## config.mk

```make
export PLATFORM = sky130hd
export DESIGN_NAME = controlador_frecuencias
export DESIGN_NICKNAME = d
export VERILOG_FILES = /design/src/rtl/controlador_frecuencias.sv
export SDC_FILE = /design/constraint.sdc
export NUM_CORES = 1
export LEC_CHECK = 0
export BUFFER_PORTS_ARGS = -buffer_cell sky130_fd_sc_hd__buf_2
export CORE_ASPECT_RATIO = 0.6
export CORE_UTILIZATION = 45
export DETAILED_ROUTE_END_ITERATION = 10
export PLACE_DENSITY = 0.67
export REMOVE_ABC_BUFFERS = 1
export SLEW_MARGIN = 20
export SYNTH_ARGS = -nofsm -noshare
export SYNTH_HDL_FRONTEND = slang
export SYNTH_SLANG_ARGS = --single-unit
```

## constraint.sdc

```tcl
create_clock -name clk -period 1.9 [get_ports clk]
set_input_delay 0.095 -clock clk [delete_from_list [all_inputs] [get_ports clk]]
set_output_delay 0.095 -clock clk [all_outputs]
set_load 0.01 [all_outputs]
```

## src/rtl/controlador_frecuencias.sv

```systemverilog
// Frequency-index controller: debounced up/down buttons select an index for an
// external divisor memory, and a three-state FSM turns the returned half-period into a square tone.
module controlador_frecuencias #(
  parameter logic [2:0] FRE_MAX = 3'd7
) (
  input  logic        clk,
  input  logic        rst,
  input  logic        btn_up,
  input  logic        btn_down,
  input  logic        en,
  input  logic [10:0] fre_sel_in,
  output logic [2:0]  fre,
  output logic        tone,
  output logic        cambio
);

  typedef enum logic [1:0] {
    IDLE = 2'd0,
    LOAD = 2'd1,
    RUN  = 2'd2
  } state_t;

  logic [2:0]  up_sync_q, up_sync_d;
  logic [2:0]  dn_sync_q, dn_sync_d;
  logic        up_arm_q, up_arm_d;
  logic        dn_arm_q, dn_arm_d;
  logic [1:0]  vld_q, vld_d;
  logic [2:0]  fre_q, fre_d;
  logic        cambio_q, cambio_d;
  logic        tone_q, tone_d;
  logic [10:0] cnt_q, cnt_d;
  state_t      state_q, state_d;
  logic        up_pulse_s, dn_pulse_s;

  // A button only arms after the synchronized level has been seen low, so a level held across reset never fires.
  always_comb begin
    up_sync_d  = {up_sync_q[1:0], btn_up};
    dn_sync_d  = {dn_sync_q[1:0], btn_down};
    vld_d      = {vld_q[0], 1'b1};
    up_arm_d   = up_arm_q | (vld_q[1] & ~up_sync_q[1]);
    dn_arm_d   = dn_arm_q | (vld_q[1] & ~dn_sync_q[1]);
    up_pulse_s = up_sync_q[1] & ~up_sync_q[2] & up_arm_q;
    dn_pulse_s = dn_sync_q[1] & ~dn_sync_q[2] & dn_arm_q;
  end

  // Saturating index update; cambio flags only real changes.
  always_comb begin
    fre_d    = fre_q;
    cambio_d = 1'b0;
    if (up_pulse_s && !dn_pulse_s) begin
      if (fre_q != FRE_MAX) begin
        fre_d    = fre_q + 3'd1;
        cambio_d = 1'b1;
      end else begin
        fre_d    = fre_q;
      end
    end else if (dn_pulse_s && !up_pulse_s) begin
      if (fre_q != 3'd0) begin
        fre_d    = fre_q - 3'd1;
        cambio_d = 1'b1;
      end else begin
        fre_d    = fre_q;
      end
    end else begin
      fre_d = fre_q;
    end
  end

  // Tone generator FSM: en low dominates, then a fresh index forces a reload, then silence on a zero divisor.
  always_comb begin
    state_d = state_q;
    tone_d  = tone_q;
    cnt_d   = cnt_q;
    if (!en) begin
      state_d = IDLE;
      tone_d  = 1'b0;
      cnt_d   = 11'd0;
    end else begin
      case (state_q)
        IDLE: begin
          state_d = LOAD;
          tone_d  = 1'b0;
          cnt_d   = 11'd0;
        end
        LOAD, RUN: begin
          if (cambio_q) begin
            state_d = LOAD;
          end else if (fre_sel_in == 11'd0) begin
            state_d = RUN;
            tone_d  = 1'b0;
            cnt_d   = 11'd0;
          end else if (state_q == LOAD) begin
            state_d = RUN;
            cnt_d   = fre_sel_in;
          end else if (cnt_q != 11'd0) begin
            cnt_d   = cnt_q - 11'd1;
          end else begin
            tone_d  = ~tone_q;
            cnt_d   = fre_sel_in;
          end
        end
        default: begin
          state_d = IDLE;
          tone_d  = 1'b0;
          cnt_d   = 11'd0;
        end
      endcase
    end
  end

  // State registers.
  always_ff @(posedge clk or posedge rst) begin
    if (rst) begin
      up_sync_q <= 3'd0;
      dn_sync_q <= 3'd0;
      up_arm_q  <= 1'b0;
      dn_arm_q  <= 1'b0;
      vld_q     <= 2'd0;
      fre_q     <= 3'd0;
      cambio_q  <= 1'b0;
      tone_q    <= 1'b0;
      cnt_q     <= 11'd0;
      state_q   <= IDLE;
    end else begin
      up_sync_q <= up_sync_d;
      dn_sync_q <= dn_sync_d;
      up_arm_q  <= up_arm_d;
      dn_arm_q  <= dn_arm_d;
      vld_q     <= vld_d;
      fre_q     <= fre_d;
      cambio_q  <= cambio_d;
      tone_q    <= tone_d;
      cnt_q     <= cnt_d;
      state_q   <= state_d;
    end
  end

  assign fre    = fre_q;
  assign tone   = tone_q;
  assign cambio = cambio_q;

endmodule
```

== Yosys cells after proc, flatten, opt, wreduce, memory -nomap -nowiden ==
Index checks and enable logic that the tools add are counted.
Operators by class
  eq/ne operators: 8
  reduce and logical (&&, ||, !) cells: 13
  bitwise gates (word level): 13
  add/subtract/negate cells: 3
  multiplexer cells: 25
Operators with widths (count)
  11-bit two-way mux: 6
  3-bit two-way mux: 4
  11-bit zero test: 1
  11-bit nonzero test: 1
  11-bit by 1-bit subtractor with 11-bit output (second input constant): 1
  1-bit two-way mux: 10
  2-bit two-way mux: 4
  4-bit != test (second input constant): 2
  1-bit AND: 6
  3-bit != test (second input constant): 2
  3-bit AND reduction: 2
  5-bit != test (second input constant): 1
  1-bit NOT: 5
  2-bit case mux with 2 select lines: 1
  2-bit nonzero test: 2
  3-bit by 1-bit adder with 3-bit output (second input constant): 1
  3-bit nonzero test: 1
  3-bit by 1-bit subtractor with 3-bit output (second input constant): 1
  2-bit by 1-bit == test with 1-bit output (second input constant): 1
  2-bit == test (second input constant): 1
  1-bit logical AND: 2
  1-bit zero test: 2
  2-bit zero test: 1
  2-bit by 1-bit != test with 1-bit output (second input constant): 1
  2 further kinds: 3
Word-level totals
  register bits: 28
  input bits: 16
  logic and storage cells: 72
  output and inout port bits: 5

== Longest topological paths before layout ==
Gate-level depths: netlist of the first run.
  depth in word-level cells: 7
  depth in mapped cells: 10
  gate-level depth less buffers: 9

== Worst setup path before layout of the first run ==
OpenSTA, ideal clock, no wires.
  path type: register -> register
  from: reg up_sync_q[1]
  to: reg fre_q[1], in the netlist fre[1]
  data arrival time: 1.944 ns
  path buffers: 1
  setup slack: -0.173 ns
  required time: 1.771 ns
  stages on the path, launching flop included: 11
  clock period less this slack: 2.073 ns
  setup time: 0.129 ns
  cell sequence: dfrtp_1 -> nand2_1 -> or2_2 -> inv_1 -> ha_1 -> clkbuf_1 -> inv_1 -> fa_1 -> nor2b_1 -> o21ai_0 -> nand3_1
On the way
  elaborated cells on any way between the ends: 10
  classes of those cells: 1 x eq/ne; 1 x mux; 2 x bitwise; 6 x reduce/logical
RTL lines
  start: declaration: line 23  | logic [2:0] up_sync_q, up_sync_d;
  start signal: assignment: line 125  | up_sync_q <= up_sync_d;
  1-bit AND (2 in a row): line 42  | up_pulse_s = up_sync_q[1] & ~up_sync_q[2] & up_arm_q;
  1-bit logical AND: line 50  | if (up_pulse_s && !dn_pulse_s) begin
  3-bit two-way mux: line 50
  via fre_d[1]: line 28  | logic [2:0] fre_q, fre_d;
  end signal: assignment: line 130  | fre_q <= fre_d;
  end: declaration: line 28
The timed path passes the listed nets, and every way through them passes these cells.
A chain may end at the register's enable or synchronous reset.

== Final worst setup path of the first run ==
Same ends and word-level chain as after synthesis.

==> results of run 1 <==
state kept, by name, indices dropped and copies added (netlist names):
name	flops
cnt_q	11
dn_sync_q	3
fre	3
up_sync_q	3
state_q	2
vld_q	2
cambio	1
dn_arm_q	1
tone	1
up_arm_q	1
metrics by stage:
step / instance area [um^2] / power, uW / setup TNS [ps] / hold slack [ps] / setup WS (ps)
finish: 2100 / 3620 / 0 / 95.2 / 73.4
global route: 2100 / 3860 / 0 / 108 / 0.776
CTS: 2030 / 3510 / 0 / 77.0 / 7.01
detailed placement: 1930 / 3010 / 0 / 187 / 23.0
global placement: 1930 / 2930 / 0 / 178 / 57.8
floorplan: 1640 / 2270 / -74.5 / 126 / -67.4
cells in the mapped netlist (2+ instances only):
master | count | area share [%]
nand3_1 | 7 | 2.1
o22ai_1 | 7 | 2.6
inv_1 | 19 | 4.3
o221ai_1 | 2 | 1.1
nor3_1 | 4 | 1.2
nand3b_1 | 2 | 0.91
ha_1 | 8 | 6.0
nand2_1 | 10 | 2.3
or4_1 | 2 | 0.91
nand2b_1 | 2 | 0.76
or3_1 | 2 | 0.76
nor2b_1 | 4 | 1.5
a22oi_1 | 2 | 0.91
nor4_1 | 4 | 1.5
a31oi_1 | 9 | 3.4
o21ai_0 | 6 | 1.8
mux2i_1 | 9 | 5.4
dfrtp_1 | 28 | 42
nor2_1 | 8 | 1.8
a21o_1 | 2 | 0.91
or2_2 | 4 | 1.5
a21oi_1 | 6 | 1.8
o21ai_1 | 2 | 0.60
nand4_1 | 2 | 0.76
and3_1 | 3 | 1.1
clkbuf_1 | 4 | 0.91
cells in the final DEF, fill, tap and decap left out, types with 3 or more instances in the layout:
cell type      Yosys  routed
inv_2              0       3
a31oi_1            9       8
mux2i_1            9       9
nand3_1            7       7
buf_4              0      17
nor4_1             4       4
a21oi_1            6       6
ha_1               8       6
clkbuf_8           0       3
o22ai_1            7       7
dfrtp_1           28      27
inv_1             19      16
nand2_1           10      10
and3_1             3       3
nor3_1             4       4
o21ai_1            2       3
nor2_1             8       8
buf_2              1      20
dlygate4sd3_1      0       3
o21ai_0            6       5
critical path: cells and delay by family (launching register included):
family	cells	cell delay (ps)
fa+ha+maj	2	610
compound gates	1	130
simple gates	4	500
buf+inv	2	90
flops	1	370
cells by family (layout without fill, tap and decap cells):
family / Yosys count / after routing / synth area share (%)
AND/OR/NAND/NOR: 58 / 58 / 20.2
AO/OA/AOI/OAI: 47 / 47 / 19.1
flip-flops: 28 / 28 / 42.3
buffers and inverters: 24 / 64 / 5.51
adder cells (fa/ha/maj): 9 / 9 / 7.25
multiplexers: 9 / 9 / 5.44
other: 1 / 1 / 0.226
worst min path at each step:
| stage | from | endpoint |
|---|---|---|
| 2_1_floorplan | btn_down | dn_sync_q[0] |
| 3_3_place_gp | rst | vld_q[0] |
| 3_5_place_dp | rst | cnt_q[1] |
| 4_1_cts | en | tone |
| 5_1_grt | en | tone |
| 6_report | en | tone |
layer usage:
metal	vias up	wire [um]	GRT usage, %
li1	727	-	-
met1	727	1860	31.7
met2	65	1670	31.5
met3	4	366	6.54
met4	0	25	5.65
met5	-	0	0
area by class of cell:
cell class	count	area share, %
inverters	19	3.39
repair buffers	41	13.2
well taps	45	2.68
flip-flops and latches	28	33.4
clock buffers	3	1.96
clock inverters	1	1.43
multi-input cells	124	44.0
what timing repair did:
action / in CTS / in global routing
endpoints found under the setup margin: 1 / 6
resized for setup: 1 / 16
pin swaps: 0 / 4
hold buffers: 3 / 0
buffers inserted: 0 / 1
hold endpoints to repair: 30 / 0
power groups by stage:
stage          Clock [uW]  Combinational, uW  Sequential, uW
6_report              477               2210             933
5_1_grt               504               2390             956
4_1_cts               488               2100             915
3_5_place_dp            0               2090             925
3_3_place_gp            0               2020             913
2_1_floorplan           0               1340             933
==> impl_metrics.py, run 1 <==
metrics = {
    "outcome": {
        "run_status": "finished, final reports clean",
    },
    "synth": {
        "ys_ff_latch": 28,
        "avgSynthCellArea_um2": 9.41,
        "synthCells": 176,
        "synth-seq-area-share_pct": 42.3,
        "yosysWarnings": 0,
        "synth_edf_count": 0,
        "netlist_area_mm2": 0.00166,
        "ys_types": 44,
        "ys.flop_type": "dfrtp_1",
        "synth-async-reset-ratio_pct": 100,
    },
    "setup_path": {
        "r2r-start": "up_sync_q[1]",
        "criticalPathCategory": "flop to flop",
        "regToRegEndpoint": "fre[1]",
        "crit_path_max_incr_delay_ps": 490,
        "cp_common_cell": "inv_2",
        "path_cells": "nand2_1 > or2_4 > inv_2 > ha_4 > inv_2 > fa_1 > nor2b_4 > o21ai_1 > nand3_1",
        "cp.arrival_ps": 1990,
        "setup.worst_path.start": "up_sync_q[1]",
        "path_max_fanout": 3,
        "end_kind": "flop",
        "critPathSlowestCell": "fa_1",
        "worstSetupStartpointType": "flop",
        "cp.required_ps": 2060,
        "cp-endpoint": "fre[1]",
        "reg2reg_depth": 9,
        "reg2reg_slack_ps": 70,
    },
    "power_and_ir_drop": {
        "comb_power_share_pct": 61.1,
        "leakagePower_uw": 0.000987,
        "switchingPower_uw": 1520,
        "ir_drop_uv": 1600,
        "p_sw_share_pct": 42.0,
        "seq_power_share_pct": 25.8,
        "p_int_uw": 2100,
        "p_per_area_mw_per_mm2": 1720,
        "clkPwrFrac_pct": 13.2,
    },
    "placement": {
        "gp_congestion": 0.906,
        "io_buffers": 20,
        "dp.cells": 253,
        "dp_hpwl_um": 2920,
    },
    "finish": {
        "syn2layout_area_growth_pct": 27.0,
        "regArea_um2": 702,
        "stdcell_count": 261,
        "drive_above_1_share_pct": 28.2,
        "num-nets-final": 242,
        "multi_input_area_um2": 926,
        "antennaDiodeCount": 0,
        "post-route-util_pct": 62.2,
        "num-fill-cells": 289,
    },
    "min_path": {
        "hp-class": "input port to flop",
        "hold_path_depth": 3,
    },
    "grt": {
        "grt_util_all_layers_pct": 21.8,
        "grt_pass1_vias": 1390,
        "grt_antenna_before_repair": 0,
        "grt_max_degree": 29,
        "overflow": 0,
        "grt_pass1_wl_um": 6460,
    },
    "die": {
        "start_util_pct": 49.0,
        "fp.dieH_um": 49.0,
        "dieArea_mm2": 0.00394,
        "num_rows": 16,
        "die_x_um": 80.3,
        "core-area_mm2": 0.00338,
        "num_io_pins": 21,
    },
    "timing": {
        "drv_slew": 0,
        "final_hold_viol_count": 0,
        "rsz0062_at_grt": "no",
        "fin_crit_sh_pct": 96.1,
        "maxClockFrequency_mhz": 547,
        "tightest_slew_ps": 560,
        "skew_ps": 3.37,
        "setup_viol": 0,
        "fin_crit_ps": 1830,
        "relSlewSlack_pct": 62.3,
    },
    "detailed_routing": {
        "drtAntennaViolNets": 0,
        "routed_via_density": 5.84,
        "drc": 0,
        "drt_iter0_markers": 97,
        "drt_first_pass_iters": 5,
        "drt_wl_total_um": 3920,
        "post_drt_wl_per_cell_um": 15.0,
        "num_vias": 1523,
    },
    "clock_tree": {
        "cts_root_buffer": "clkbuf_8",
        "cts_made_buffers": 3,
        "htree_levels": 1,
        "cts_tree": "built",
        "clockBufferDepth": 2,
        "path_clk_slew_ps": 100,
        "cts_sinks": 28,
        "clock_latency_ps": 280,
    },
    "run": {
        "maxCapViolations": 0,
    },
}
Power figures use the tool's default switching activity.
==> run 2: changes to the inputs <==
ABC_AREA = 1   (was unset)
==> run 2 against run 1 <==
Synthesized cell count up 19%. Utilization down 5.1 points. Non-clock buffer count down 13. Global-route usage down 3.4 points. Highest routed layer unchanged. Power up 8.3%. Cell area down 8.7%. Via count down 12%. First-iteration DRC count down 4.1%. Setup slack better by 100 ps. Flip-flop and latch count unchanged.
==> impl_metrics.py, run 2 <==
metrics = {
    "outcome": {
        "run_status": "finished, final reports clean",
    },
    "setup_path": {
        "cp.required_ps": 2070,
        "setup.worst_path.start": "up_sync_q[2]",
        "path_cells": "nor3_2 > ha_1 > inv_1 > fa_1 > xnor2_1 > nand3_1 > xnor2_1",
        "path_max_fanout": 2,
        "critPathTopFamily": "adder cells",
        "criticalPathCategory": "flop to flop",
        "end_kind": "flop",
        "r2r-start": "up_sync_q[2]",
        "cp.arrival_ps": 1890,
        "cp_num_buf_inv": 1,
        "worstSetupStartpointType": "flop",
        "critPathSlowestCell": "dfrtp_1",
        "crit_path_max_incr_delay_ps": 380,
        "cp_common_cell": "xnor2_1",
    },
    "die": {
        "num_io_pins": 21,
        "die_x_um": 79.8,
        "fp.dieH_um": 48.7,
        "start_util_pct": 48.6,
        "core-area_mm2": 0.00336,
        "num_rows": 16,
        "dieArea_mm2": 0.00388,
    },
    "power_and_ir_drop": {
        "leakagePower_uw": 0.000998,
        "p_per_area_mw_per_mm2": 2040,
        "ir_drop_uv": 2280,
    },
    "synth": {
        "netlist_area_mm2": 0.00163,
        "yosysMostFrequentCell": "nand2_1",
        "ys.flop_type": "dfrtp_1",
        "avgSynthCellArea_um2": 7.78,
        "yosysTopAreaCell": "dfrtp_1",
        "yosysWarnings": 0,
        "synth-async-reset-ratio_pct": 100,
        "synth-seq-area-share_pct": 42.9,
        "ys_types": 28,
        "synth_edf_count": 0,
        "synthCells": 210,
        "ys_ff_latch": 28,
        "synth_top_area_share_pct": 42.9,
        "synth_area_leaders": "dfrtp_1 (43%), nand2_1 (13%), inv_1 (6.7%)",
        "synth_common_cells": "nand2_1 (58), inv_1 (29), dfrtp_1 (28)",
    },
    "timing": {
        "fin_crit_ps": 1720,
        "final_hold_viol_count": 0,
        "drv_slew": 0,
        "fin_crit_sh_pct": 90.8,
        "setup_viol": 0,
        "rsz0062_at_grt": "no",
        "skew_ps": 5.48,
        "fin_tns_setup_ps": 0,
        "maxClockFrequency_mhz": 580,
    },
    "finish": {
        "regMostFlops": "cnt_q",
        "layout_commonest_cell": "nand2_1",
        "post-route-util_pct": 57.1,
        "antennaDiodeCount": 0,
        "num-nets-final": 265,
        "syn2layout_area_growth_pct": 17.5,
        "largest_reg_flops": 11,
        "final_cell_mix": "nand2_1 (58), inv_1 (29), dfrtp_1 (28)",
        "drive_above_1_share_pct": 19.2,
    },
    "clock_tree": {
        "cts_root_buffer": "clkbuf_8",
        "cts_made_buffers": 3,
        "path_clk_slew_ps": 90,
        "clock_latency_ps": 270,
        "cts_sinks": 28,
        "htree_levels": 1,
        "clockBufferDepth": 2,
        "post_cts_buffers": 0,
        "cts_tree": "built",
    },
    "grt": {
        "grt_pass1_wl_um": 5420,
        "grt_pass1_vias": 1194,
        "grt_max_degree": 29,
        "overflow": 0,
        "grt_util_all_layers_pct": 18.4,
        "grt_antenna_before_repair": 0,
    },
    "min_path": {
        "hp-class": "input port to flop",
        "worstHoldStart": "fre_sel_in[1]",
    },
    "detailed_routing": {
        "num_vias": 1333,
        "drc": 0,
        "drt_iter0_markers": 93,
        "routed_via_density": 4.69,
        "drt_first_pass_iters": 4,
        "drt_wl_total_um": 3150,
        "post_drt_wl_per_cell_um": 11.1,
        "drtAntennaViolNets": 0,
    },
    "placement": {
        "io_buffers": 20,
        "dp_hpwl_um": 2420,
        "gp_congestion": 0.828,
    },
    "run": {
        "maxCapViolations": 0,
    },
}
run 2: cell types whose count changed in the layout (fill, tap and decap cells not counted), sizes merged, moves of 5 or more:
cell,change
o22ai,-7
mux2i,-9
o21ai,+6
nand2,+50
xnor2,+5
buf,-13
a31oi,-10
nor4,-6
inv,+11
nor2,+26
run 2: cell families after synthesis:
family / share of synthesized area [%]
compound gates: 6.28
simple gates: 30.5
flops: 42.9
other cells: 0.229
buf+inv: 8.50
fa+ha+maj: 7.35
xor+xnor: 4.29
run 2: metal layers:
layer  part of all wire, %  vias to the layer above  track usage [%]
li1                      -                      699                -
met1                    55                      599             29.9
met2                    38                       33             24.6
met3                   6.7                        2             5.09
met4                  0.22                        0             1.79
met5                     0                        -                0
run 2: metrics by stage:
step	cells	cell area, um^2	hold slack (ps)	worst slack [ps]	total power (uW)
finish	284	1920	96.2	176	3920
global route	284	1920	105	37.1	4350
CTS	284	1920	89.0	73.5	3930
detailed placement	277	1810	184	90.6	3440
global placement	277	1810	173	151	3420
floorplan	207	1610	126	95.4	2750
run 2: tightest hold or removal path: cells and delay by family:
kind / cells / cell delay (ps)
AO/OA/AOI/OAI: 1 / 110
buffers and inverters: 1 / 90
AND/OR/NAND/NOR: 1 / 40
run 2: report_power, final:
group / internal, uW / switching (uW) / total (uW)
Sequential: 779 / 225 / 1000
Clock: 282 / 178 / 459
Combinational: 979 / 1480 / 2460
Total: 2040 / 1880 / 3920
run 2: final timing paths:
check | slack (ps) | end | cells past startpoint
worst max-delay path | 180 | fre[2] | 7
worst min-delay path | 100 | cnt_q[1] | 3
worst max register to register | 180 | fre[2] | 7
worst min register to register | 360 | dn_sync_q[1] | 0
max in group asynchronous | 1220 | cnt_q[0] | 4
min in group asynchronous | 420 | vld_q[0] | 4
run 2: final cells by class:
type / count / area (um^2)
timing repair buffer: 28 / 180
inverter: 30 / 113
clock inverter: 1 / 30.0
clock buffer: 3 / 41.3
fill: 335 / 1440
sequential: 28 / 701
tap: 45 / 56.3
multi-input combinational: 149 / 800
run 2: repair_timing:
item / CTS / global route
endpoints found under the setup margin: 0 / 3
resized for setup: 0 / 2
hold endpoints to repair: 30 / 0
hold buffers: 3 / 0
